`src/rtl/variable_decl_pkg.sv`:
```
// variable_decl_pkg
// Shared types, constants and the lane fold helper for variable_decl_accum.
//   vd_state_e      : run state (IDLE, ACCUM, DONE)
//   VD_DEFAULT_SEED : default lane seed / fold constant
//   vd_fold()       : XOR of all packed lanes, XORed with the seed
package variable_decl_pkg;

  typedef enum logic [1:0] {
    IDLE  = 2'd0,
    ACCUM = 2'd1,
    DONE  = 2'd2
  } vd_state_e;

  localparam logic [7:0] VD_DEFAULT_SEED = 8'hAA;

  // Upper bounds for the fold helper: lanes are packed into a fixed-size
  // vector so the function stays independent of the instance parameters.
  localparam int unsigned VD_MAX_W     = 64;
  localparam int unsigned VD_MAX_LANES = 32;
  localparam int unsigned VD_MAX_BITS  = 256;

  // Folds nlanes lanes of the given width (lane l at [l*width +: width]).
  // Temporaries are automatic, so every call starts from a clean state.
  function automatic logic [VD_MAX_W-1:0] vd_fold(
    input logic [VD_MAX_BITS-1:0] lanes,
    input logic [VD_MAX_W-1:0]    seed,
    input int unsigned            width,
    input int unsigned            nlanes
  );
    logic [VD_MAX_W-1:0] acc;
    logic [VD_MAX_W-1:0] mask;
    acc  = seed;
    mask = (width >= VD_MAX_W) ? '1 : ((64'd1 << width) - 64'd1);
    for (int unsigned i = 0; i < VD_MAX_LANES; i++) begin
      if (i < nlanes) begin
        acc = acc ^ VD_MAX_W'(lanes >> (i * width));
      end
    end
    return acc & mask;
  endfunction

endpackage

```
`src/rtl/variable_decl_lane.sv`:
```
// variable_decl_lane
// One accumulator lane: loads a seed, then adds (data + 1) on every enabled
// cycle, wrapping modulo 2^WIDTH.
//   clk, rst : clock, asynchronous active-high reset (lane clears to 0)
//   i_load   : load i_seed into the lane
//   i_en     : accept i_data this cycle
//   i_seed   : seed value
//   i_data   : lane data
//   o_next   : value the lane takes if i_en is high (combinational)
module variable_decl_lane #(
  parameter int WIDTH = 8
) (
  input  logic             clk,
  input  logic             rst,
  input  logic             i_load,
  input  logic             i_en,
  input  logic [WIDTH-1:0] i_seed,
  input  logic [WIDTH-1:0] i_data,
  output logic [WIDTH-1:0] o_next
);

  logic [WIDTH-1:0] r_acc;

  assign o_next = r_acc + i_data + WIDTH'(1);

  always_ff @(posedge clk or posedge rst) begin
    if (rst) begin
      r_acc <= '0;
    end else if (i_load) begin
      r_acc <= i_seed;
    end else if (i_en) begin
      r_acc <= o_next;
    end
  end

endmodule

```
`src/rtl/variable_decl_accum.sv`:
```
// variable_decl_accum
// Multi-lane accumulator. A run seeds every lane, accepts COUNT beats
// (each lane adds data + 1), then folds all lanes with the seed into a
// registered result held until acknowledged.
// Optional feature macro: VARDECL_PARITY_EN adds result_parity_out.
//   clk, rst          : clock, asynchronous active-high reset
//   start_in          : begin a run (IDLE only)
//   data_in           : LANES*WIDTH bits, lane l at [l*WIDTH +: WIDTH]
//   valid_in          : beat present
//   ready_out         : high while in ACCUM
//   result_out        : folded result (registered)
//   result_valid_out  : result valid, held until result_ack_in
//   result_ack_in     : consumer acknowledge
//   result_parity_out : ^result_out (VARDECL_PARITY_EN only)
module variable_decl_accum
  import variable_decl_pkg::*;
#(
  parameter int          WIDTH = 8,
  parameter int          LANES = 2,
  parameter int          COUNT = 4,
  parameter logic [63:0] SEED  = 64'(VD_DEFAULT_SEED)
) (
  input  logic                   clk,
  input  logic                   rst,
  input  logic                   start_in,
  input  logic [LANES*WIDTH-1:0] data_in,
  input  logic                   valid_in,
  output logic                   ready_out,
  output logic [WIDTH-1:0]       result_out,
  output logic                   result_valid_out,
  input  logic                   result_ack_in
`ifdef VARDECL_PARITY_EN
  ,
  output logic                   result_parity_out
`endif
);

  localparam int CW = $clog2(COUNT + 1);

  vd_state_e r_state;
  vd_state_e w_state_next;

  logic [CW-1:0]          r_cnt;
  logic [WIDTH-1:0]       r_result;
  logic                   r_result_valid;

  logic                   w_load;
  logic                   w_accept;
  logic                   w_last;
  logic [WIDTH-1:0]       w_seed;
  logic [LANES*WIDTH-1:0] w_next_flat;
  logic [VD_MAX_BITS-1:0] w_lanes_ext;
  logic [WIDTH-1:0]       w_fold;

  assign w_seed   = SEED[WIDTH-1:0];
  assign w_load   = (r_state == IDLE) && start_in;
  assign w_accept = (r_state == ACCUM) && valid_in;
  assign w_last   = w_accept && (r_cnt == CW'(COUNT - 1));

  for (genvar gi = 0; gi < LANES; gi++) begin : g_lane
    variable_decl_lane #(
      .WIDTH(WIDTH)
    ) u_lane (
      .clk    (clk),
      .rst    (rst),
      .i_load (w_load),
      .i_en   (w_accept),
      .i_seed (w_seed),
      .i_data (data_in[gi*WIDTH +: WIDTH]),
      .o_next (w_next_flat[gi*WIDTH +: WIDTH])
    );
  end

  // Fold the lanes' next values so the result is captured on the same edge
  // that accepts the final beat.
  always_comb begin
    w_lanes_ext = '0;
    w_lanes_ext[LANES*WIDTH-1:0] = w_next_flat;
  end

  assign w_fold = WIDTH'(vd_fold(w_lanes_ext, SEED, WIDTH, LANES));

  // State register
  always_ff @(posedge clk or posedge rst) begin
    if (rst) begin
      r_state <= IDLE;
    end else begin
      r_state <= w_state_next;
    end
  end

  // Next-state logic
  always_comb begin
    w_state_next = r_state;
    case (r_state)
      IDLE:    if (start_in) w_state_next = ACCUM;
      ACCUM:   if (w_last) w_state_next = DONE;
      DONE:    if (result_ack_in) w_state_next = IDLE;
      default: w_state_next = IDLE;
    endcase
  end

  // Beat counter
  always_ff @(posedge clk or posedge rst) begin
    if (rst) begin
      r_cnt <= '0;
    end else if (w_load) begin
      r_cnt <= '0;
    end else if (w_accept) begin
      r_cnt <= r_cnt + CW'(1);
    end
  end

  // Result registers; result_out survives the ack, only valid drops.
  always_ff @(posedge clk or posedge rst) begin
    if (rst) begin
      r_result       <= '0;
      r_result_valid <= 1'b0;
    end else if (w_last) begin
      r_result       <= w_fold;
      r_result_valid <= 1'b1;
    end else if ((r_state == DONE) && result_ack_in) begin
      r_result_valid <= 1'b0;
    end
  end

`ifdef VARDECL_PARITY_EN
  logic r_parity;

  always_ff @(posedge clk or posedge rst) begin
    if (rst) begin
      r_parity <= 1'b0;
    end else if (w_last) begin
      r_parity <= ^w_fold;
    end
  end

  assign result_parity_out = r_parity;
`endif

  assign ready_out        = (r_state == ACCUM);
  assign result_out       = r_result;
  assign result_valid_out = r_result_valid;

endmodule

```
`config.mk`:
```
export PLATFORM = sky130hd
export DESIGN_NAME = variable_decl_accum
export DESIGN_NICKNAME = d
export VERILOG_FILES = /design/src/rtl/variable_decl_pkg.sv /design/src/rtl/variable_decl_lane.sv /design/src/rtl/variable_decl_accum.sv
export SDC_FILE = /design/constraint.sdc
export NUM_CORES = 1
export LEC_CHECK = 0
export BUFFER_PORTS_ARGS = -buffer_cell sky130_fd_sc_hd__clkbuf_2
export CAP_MARGIN = 20
export CORE_UTILIZATION = 40
export CTS_BUF_LIST = sky130_fd_sc_hd__clkbuf_4
export DETAILED_ROUTE_END_ITERATION = 6
export PLACE_DENSITY = 0.57
export SLEW_MARGIN = 10
export SYNTH_ARGS = -nofsm -noshare
export SYNTH_HDL_FRONTEND = slang
export SYNTH_SLANG_ARGS = --single-unit
```
`constraint.sdc`:
```
create_clock -name clk -period 2.77 [get_ports clk]
set_input_delay 0.277 -clock clk [delete_from_list [all_inputs] [get_ports clk]]
set_output_delay 0.277 -clock clk [all_outputs]
set_load 0.05 [all_outputs]
```
## Word-level counts from Yosys, hierarchy flattened

Cells that the tools add are included.

- $add $sub $neg: 5
- Equality and inequality tests: 6
- Mux-type cells: 12
- Bitwise operators: 2
- Reduce and logical (&&, ||, !) cells: 8

Operators by type and width:

| operator | count |
|---|---|
| $mux 8 | 4 |
| $add 8x1->8 const B | 2 |
| $add 8x8->8 | 2 |
| $xor 8x8->8 | 1 |
| $mux 2 | 3 |
| $mux 3 | 2 |
| $pmux 2 s3 | 1 |
| $logic_and 1x1->1 | 4 |
| $ne 2x2->1 const B | 2 |
| $not 4->4 | 1 |
| $reduce_bool 2->1 | 2 |
| $add 3x1->3 const B | 1 |
| $eq 3x2->1 const B | 1 |
| $reduce_and 3->1 | 1 |
| $eq 2x1->1 const B | 1 |
| $eq 2x2->1 const B | 1 |
| $logic_not 2->1 | 1 |
| $mux 1 | 2 |
| $ne 2x1->1 const B | 1 |

- Register bits after elaboration: 30
- Bits of input ports: 21
- Output and inout port bits: 10
- Word-level logic and storage cells: 39

## Logic depth before layout (Yosys ltp)

Gate-level depths: netlist (run 1).

- Depth in word-level cells: 5
- Gate-level depth with buffers: 8
- Depth with buffers taken out: 8

## By module

A second synthesis (run 1) with hierarchy kept.

- Cells, all modules: 236
- Area, all modules: 2244.7 µm²

Modules (own cells, without submodules):

| module | times used | cells each | area an instance (µm²) | seq. area each (µm²) |
|---|---|---|---|---|
| variable_decl_lane | 2 | 89 | 743.2 | 200.2 |
| variable_decl_accum | 1 | 58 | 758.2 | 350.3 |

## Least setup slack after synthesis (run 1)

OpenSTA, ideal clock, no wires.

- Kind: register to register
- Start: register g_lane[1].u_lane.r_acc[0]
- End: register r_result[6] (netlist: result_out[6])
- Setup time: 0.123 ns
- Arrival: 1.833 ns
- Required time: 2.647 ns
- Slack: 0.814 ns
- Stages on the path, launching flop included: 9
- Buffers on the path: 0
- Clock period less this slack: 1.956 ns
- Cells stage by stage: dfrtp_1 -> inv_1 -> ha_1 -> fa_1 -> nand2b_1 -> a2111oi_0 -> a211oi_2 -> xnor2_1 -> o21ai_1

- Longest elaborated chain between the ends: 3

Ends and longest elaborated chain:

| item | RTL line | text |
|---|---|---|
| from (decl) | variable_decl_lane.sv:22 | `logic [WIDTH-1:0] r_acc;` |
| from (signal assigned) | variable_decl_lane.sv:30 | `r_acc <= i_seed;` |
| from (signal assigned) | variable_decl_lane.sv:32 | `r_acc <= o_next;` |
| $add 8x8->8 | variable_decl_lane.sv:24 | `assign o_next = r_acc + i_data + WIDTH'(1);` |
| $add 8x1->8 | variable_decl_lane.sv:24 |  |
| $xor 8x8->8 | variable_decl_pkg.sv:36 | `acc = acc ^ VD_MAX_W'(lanes >> (i * width));` |
| to (signal assigned) | variable_decl_accum.sv:120 | `r_result <= w_fold;` |
| to (decl) | variable_decl_accum.sv:44 | `logic [WIDTH-1:0] r_result;` |

No other way between the ends.
A chain may end at the register's enable or synchronous reset.

## Worst setup path after layout (run 1)

Same ends and word-level chain as after synthesis.

==> impl_metrics.json, run 1 <==
{
  "ant_nets": 0,
  "worstPathRequired_ns": 2.98,
  "drc": 0,
  "crit_chain": "inv_1 -> ha_1 -> fa_1 -> nand2b_1 -> a2111oi_0 -> a211oi_2 -> xnor2_1 -> o21ai_1",
  "cts_sinks": 30,
  "initial_core_util": 0.421,
  "synth-main-ff-cell": "dfrtp_1",
  "synth_edf_count": 0,
  "cts.path.max_buffers": 2,
  "clkLatencyLatePin_ns": 0.32,
  "layout-drive-gt1-share": 0.185,
  "final.setup.worst_slack_ns": 0.516,
  "irDropWorstVdd_mv": 0.533,
  "yosysSeqAreaShare": 0.372,
  "syn_area_um2": 2020,
  "insertedDiodeCount": 0,
  "placed_cells": 306,
  "grt_pass1_wl_mm": 7.31,
  "first_global_vias": 1538,
  "ys_top_cells_by_count": "30 x dfrtp_1, 21 x nand2_1, 17 x ha_1, 17 x nor2_1, 17 x o21ai_0",
  "synth_top_area_cell": "dfrtp_1",
  "track_usage": 0.184,
  "cts_hold_buf": 1,
  "start_kind": "flip-flop",
  "dr.pass1.iters": 4,
  "synthCells": 212,
  "tightest_slew_ns": 0.632,
  "fp.dieArea_um2": 5330,
  "rsz0062_at_grt": "false",
  "power_density_nw_per_um2": 1250,
  "antenna_found_initial": 0,
  "endpoint_kind": "flip-flop",
  "row_count": 25,
  "min_path_type": "input port to flip-flop",
  "ios": 31,
  "die_y_um": 73.0,
  "path_buf_inv": 1,
  "yosysWarnings": 0,
  "r2r_slack_ns": 0.52,
  "gr-total-overflow": 0,
  "post-route-period-util": 0.814,
  "routed_wl_mm": 4.29,
  "wl_per_cell_um": 13.6,
  "finalMaxSlewViolations": 0,
  "core_area_um2": 4790,
  "syn-num-nets": 252,
  "area_growth_pct": 14.1,
  "finalSetupTns_ns": 0,
  "final-seq-area_um2": 751,
  "ys_types": 50,
  "clock-root-buffer": "clkbuf_4",
  "cts.htree.levels": 2,
  "cts_setup_buffers": 0,
  "fin_cells": 315,
  "skew_ns": 0.00633,
  "path_max_fanout": 3,
  "nNetsFinal": 287,
  "crit_slowest_cell": "a2111oi_0",
  "synth_most_common_cell": "dfrtp_1",
  "max_stage_delay_ns": 0.59,
  "dp_hpwl_mm": 3.32,
  "synth-seq-cells": 30,
  "setup_viol": 0,
  "synth_top_area_share": 0.372,
  "p_leak_nw": 1.12,
  "pre_cts_ws_ns": 0.576,
  "status": "completed",
  "drv_cap": 0,
  "slew_headroom": 0.568,
  "fillers": 478,
  "place_congestion": 0.803,
  "final_util": 0.481,
  "fmaxAchievable_mhz": 444,
  "grt_start_max_net_pins": 17,
  "yosys-top-cells-area": "dfrtp_1 37%, ha_1 11%, o21ai_0 4.2%, nand2_1 3.9%, nor2_1 3.2%",
  "crit_type": "flip-flop to flip-flop",
  "io_buffers": 30,
  "min_period_ns": 2.25,
  "via_count": 1607,
  "synth.avg_cell_area_um2": 9.51,
  "multi_input_area_um2": 1170,
  "cts_tree": "done",
  "async_flop_share": 1.00,
  "cts-resized-gates": 0,
  "fp.dieW_um": 73.0,
  "hold_violations": 0,
  "critPathTopFamily": "compound AO/OA/AOI/OAI gates",
  "cts.clk_slew.worst_paths_ns": 0.10,
  "cp_data_arrival_time_ns": 2.47,
  "cts_made_buffers": 5,
  "drtIter0Drc": 59,
  "vias_per_cell": 5.10
}
[metal layers]
layer | up-vias | part of all wire | global-route usage
met4 | 0 | 0.013 | 0.0654
met5 | - | 0 | 0
met3 | 7 | 0.025 | 0.0290
met2 | 22 | 0.47 | 0.287
li1 | 826 | - | -
met1 | 752 | 0.49 | 0.259
[path summary, 6_finish.rpt]
| path | startpoint | endpoint | depth (start not counted) |
|---|---|---|---|
| setup reg to reg | g_lane[1].u_lane.r_acc[0] | result_out[6] | 8 |
| setup / recovery | g_lane[1].u_lane.r_acc[0] | result_out[6] | 8 |
| min in group asynchronous | rst | r_cnt[2] | 3 |
| hold / removal | result_ack_in | r_state[1] | 2 |
| max in group asynchronous | rst | result_out[7] | 4 |
| hold reg to reg | result_out[2] | result_out[2] | 2 |
[power breakdown]
part	internal, W	total (W)	switching [W]
Combinational	0.000773	0.00187	0.00109
Clock	0.000105	0.000255	0.000150
Sequential	0.000640	0.000756	0.000116
Total	0.00152	0.00288	0.00136
[cells in the final DEF (no fill, tap or decap), types with 2 or more instances in the layout]
master | netlist | layout
dfrtp_1 | 30 | 30
clkbuf_2 | 1 | 30
nand2_1 | 21 | 21
o21ai_0 | 17 | 17
nor2_1 | 17 | 17
ha_1 | 17 | 17
inv_1 | 15 | 15
nand2b_1 | 9 | 9
a21oi_1 | 7 | 7
xor2_1 | 7 | 7
a21o_1 | 6 | 6
clkbuf_4 | 0 | 6
nor2b_1 | 5 | 5
xnor2_1 | 5 | 5
a22o_1 | 3 | 3
o22ai_1 | 3 | 3
o22a_1 | 3 | 3
o21ai_1 | 3 | 3
buf_4 | 1 | 3
and2_1 | 2 | 2
nor3_1 | 2 | 2
a22oi_1 | 2 | 2
a21boi_0 | 2 | 2
a211oi_1 | 2 | 2
a2111oi_0 | 2 | 2
nor3b_1 | 2 | 2
xnor3_1 | 2 | 2
fa_1 | 2 | 2
[worst reg2reg max path, cell delays in order, from the launching register on]
cell,delay (ns)
dfrtp_1,0.34
inv_1,0.05
ha_1,0.20
fa_1,0.42
nand2b_1,0.18
a2111oi_0,0.59
a211oi_2,0.13
xnor2_1,0.17
o21ai_1,0.07
[cell families (layout without fill, tap and decap cells)]
logic type,count (synthesis),in the layout,synth area share
AOI/OAI and AO/OA,64,64,0.225
DFF,30,30,0.372
buffers and inverters,21,57,0.0459
and+or+nand+nor,64,64,0.157
adders and majority gates,19,19,0.125
xor gates and xnor gates,14,14,0.0745
[layout make-up]
class | count | share of cell area
Multi-Input combinational cell | 161 | 0.510
Sequential cell | 30 | 0.326
Timing Repair Buffer | 34 | 0.0794
Tap cell | 67 | 0.0365
Inverter | 15 | 0.0245
Clock buffer | 6 | 0.0196
Clock inverter | 2 | 0.00381
[registers in the layout, summed over array words and instances (netlist names)]
name,flops
g_lane.u_lane.r_acc,16
result_out,8
r_cnt,3
r_state,2
result_valid_out,1
[through the flow]
step / hold slack [ns] / power [W] / instance area, um^2
floorplan: 0.368 / 0.00226 / 2020
global placement: 0.347 / 0.00262 / 2240
detailed placement: 0.348 / 0.00264 / 2240
CTS: 0.170 / 0.00290 / 2300
global route: 0.205 / 0.00316 / 2300
finish: 0.176 / 0.00288 / 2300
Note: power is estimated with default switching activity, not from simulation.
==> inputs of run 2 (changes only) <==
--- a/config.mk
+++ b/config.mk
@@ -10,7 +10,7 @@
 export CORE_UTILIZATION = 40
 export CTS_BUF_LIST = sky130_fd_sc_hd__clkbuf_4
 export DETAILED_ROUTE_END_ITERATION = 6
-export PLACE_DENSITY = 0.57
+export PLACE_DENSITY = 0.59
 export SLEW_MARGIN = 10
 export SYNTH_ARGS = -nofsm -noshare
 export SYNTH_HDL_FRONTEND = slang
==> constraint.sdc (replaced) <==
create_clock -name clk -period 2.05 [get_ports clk]
set_input_delay 0.205 -clock clk [delete_from_list [all_inputs] [get_ports clk]]
set_output_delay 0.205 -clock clk [all_outputs]
set_load 0.05 [all_outputs]
==> run 2 against run 1 <==
Combinational power up 61%. Non-clock buffer count up 16. Clock power up 35%. Flip-flop and latch count unchanged. Final cell count up 5.1%. Maximum frequency up 13%. Highest routed layer unchanged. Routed wire length up 5.5%. Worst setup slack worse by 0.47 ns. Via count up 3.9%. Register-to-register slack worse by 0.47 ns. Sequential share of layout area down 2.9 points.
==> impl_metrics.json, run 2 (synthesis gave the netlist of run 1 again) <==
{
  "drc": 0,
  "core_area_um2": 4790,
  "routed_wl_mm": 4.52,
  "fillers": 466,
  "layout_common_cells": "30 x dfrtp_1, 30 x clkbuf_2, 21 x nand2_1",
  "io_buffers": 30,
  "cts.clk_slew.worst_paths_ns": 0.10,
  "post-route-period-util": 0.977,
  "wl_met2_mm": 2.00,
  "pre_cts_ws_ns": 0.00729,
  "skew_ns": 0.0112,
  "grt_start_max_net_pins": 31,
  "power_density_nw_per_um2": 1740,
  "nNetsFinal": 303,
  "path_max_fanout": 3,
  "area_growth_pct": 25.1,
  "initial_core_util": 0.421,
  "wl_per_cell_um": 13.7,
  "antenna_found_initial": 0,
  "insertedDiodeCount": 0,
  "regMostFlops": "g_lane.u_lane.r_acc",
  "finalSetupTns_ns": 0,
  "worstPathRequired_ns": 2.33,
  "ff2ff_path_depth": 7,
  "largest_register_ffs": 16,
  "clock-root-buffer": "clkbuf_4",
  "r2r_slack_ns": 0.05,
  "wl_met1_mm": 2.23,
  "p_leak_nw": 1.20,
  "fp.dieArea_um2": 5330,
  "cts_sinks": 30,
  "row_count": 25,
  "tightest_slew_ns": 0.456,
  "dp_hpwl_mm": 3.31,
  "vias_per_cell": 5.05,
  "die_y_um": 73.0,
  "layout-drive-gt1-share": 0.288,
  "setup_viol": 0,
  "irDropWorstVdd_mv": 0.711,
  "ios": 31,
  "finalMaxSlewViolations": 0,
  "final.setup.worst_slack_ns": 0.0470,
  "cts.htree.levels": 2,
  "via_count": 1670,
  "cts.path.max_buffers": 2,
  "cts_tree": "done",
  "crit_type": "flip-flop to flip-flop",
  "drv_cap": 0,
  "min_path_type": "input port to flip-flop",
  "top_layer": "met4",
  "crit-reg2reg-launch": "g_lane[1].u_lane.r_acc[2]",
  "placed_cells": 321,
  "fmaxAchievable_mhz": 499,
  "ant_nets": 0,
  "gr-total-overflow": 0,
  "track_usage": 0.185,
  "hold_violations": 0,
  "status": "completed",
  "first_global_vias": 1578,
  "min_period_ns": 2.00,
  "clkLatencyLatePin_ns": 0.34,
  "r2r-end": "result_out[5]",
  "fp.dieW_um": 73.0,
  "crit_start": "g_lane[1].u_lane.r_acc[2]",
  "detailroute.wirelength.met3_um": 197,
  "endpoint_kind": "flip-flop",
  "dr.pass1.iters": 4,
  "drtIter0Drc": 83,
  "grt_pass1_wl_mm": 7.33,
  "cts_made_buffers": 5,
  "cp-endpoint": "result_out[5]",
  "slew_headroom": 0.695,
  "start_kind": "flip-flop",
  "place_congestion": 0.807,
  "cp_data_arrival_time_ns": 2.28,
  "fin_cells": 331
}
## run 2: changes by cell type in the layout (fill, tap and decap cells not counted), moves of 2 or more
cell and change:
nand2b_4 +2, ha_2 +3, a2111oi_0 -2, nand2b_1 -2, ha_1 -4, buf_4 +16
## run 2: how the worst min path moves through the flow
stage / slack, ns / end / from / cells after the start
2_1_floorplan: 0.30 / g_lane[0].u_lane.r_acc[0] / rst / 1
4_1_cts: 0.05 / r_state[1] / result_ack_in / 2
3_5_place_dp: 0.28 / g_lane[0].u_lane.r_acc[0] / rst / 3
3_3_place_gp: 0.29 / g_lane[0].u_lane.r_acc[0] / rst / 3
6_report: 0.07 / r_state[1] / result_ack_in / 2
5_1_grt: 0.05 / r_state[1] / result_ack_in / 2
## run 2: power by group
group	leakage, nW	internal [W]	switching (W)
clock network	0.0286	0.000127	0.000218
registers	0.359	0.000864	0.000155
logic	0.816	0.00135	0.00167
## run 2: worst max-delay path: stages, from the launching register on
cell      delay, ns
dfrtp_1        0.39
ha_1           0.29
o21ai_1        0.27
a21oi_1        0.10
o311ai_2       0.39
buf_4          0.18
xnor3_1        0.20
o21ai_1        0.12
## run 2: repair_timing
item,in CTS,in global routing
setup endpoints to repair,1,6
pin swaps,0,1
hold buffers,1,0
resized for setup,1,19
buffers inserted,0,1
hold endpoints to repair,30,0
## run 2: through the flow
step | power [W] | hold WS (ns) | util | area (um^2)
global placement | 0.00378 | 0.288 | 0.491 | 2350
CTS | 0.00417 | 0.0517 | 0.504 | 2410
finish | 0.00439 | 0.0674 | 0.527 | 2520
floorplan | 0.00306 | 0.296 | - | 2020
detailed placement | 0.00380 | 0.281 | 0.491 | 2350
global route | 0.00475 | 0.0545 | 0.527 | 2520
## run 2: area by class of cell
| cell class | instances | area (um^2) | share of cell area |
|---|---|---|---|
| clock buffer | 5 | 37.5 | 0.0149 |
| clock inverter | 3 | 16.3 | 0.00645 |
| inverter | 15 | 56.3 | 0.0223 |
| multi-input combinational | 161 | 1270 | 0.505 |
| sequential | 30 | 751 | 0.298 |
| tap | 67 | 83.8 | 0.0332 |
| timing repair buffer | 50 | 303 | 0.120 |
## run 2: per-layer routing
layer / track usage / vias up
met5: 0 / -
met4: 0.0654 / 0
met3: 0.0373 / 10
met2: 0.280 / 48
met1: 0.261 / 759
li1: - / 853
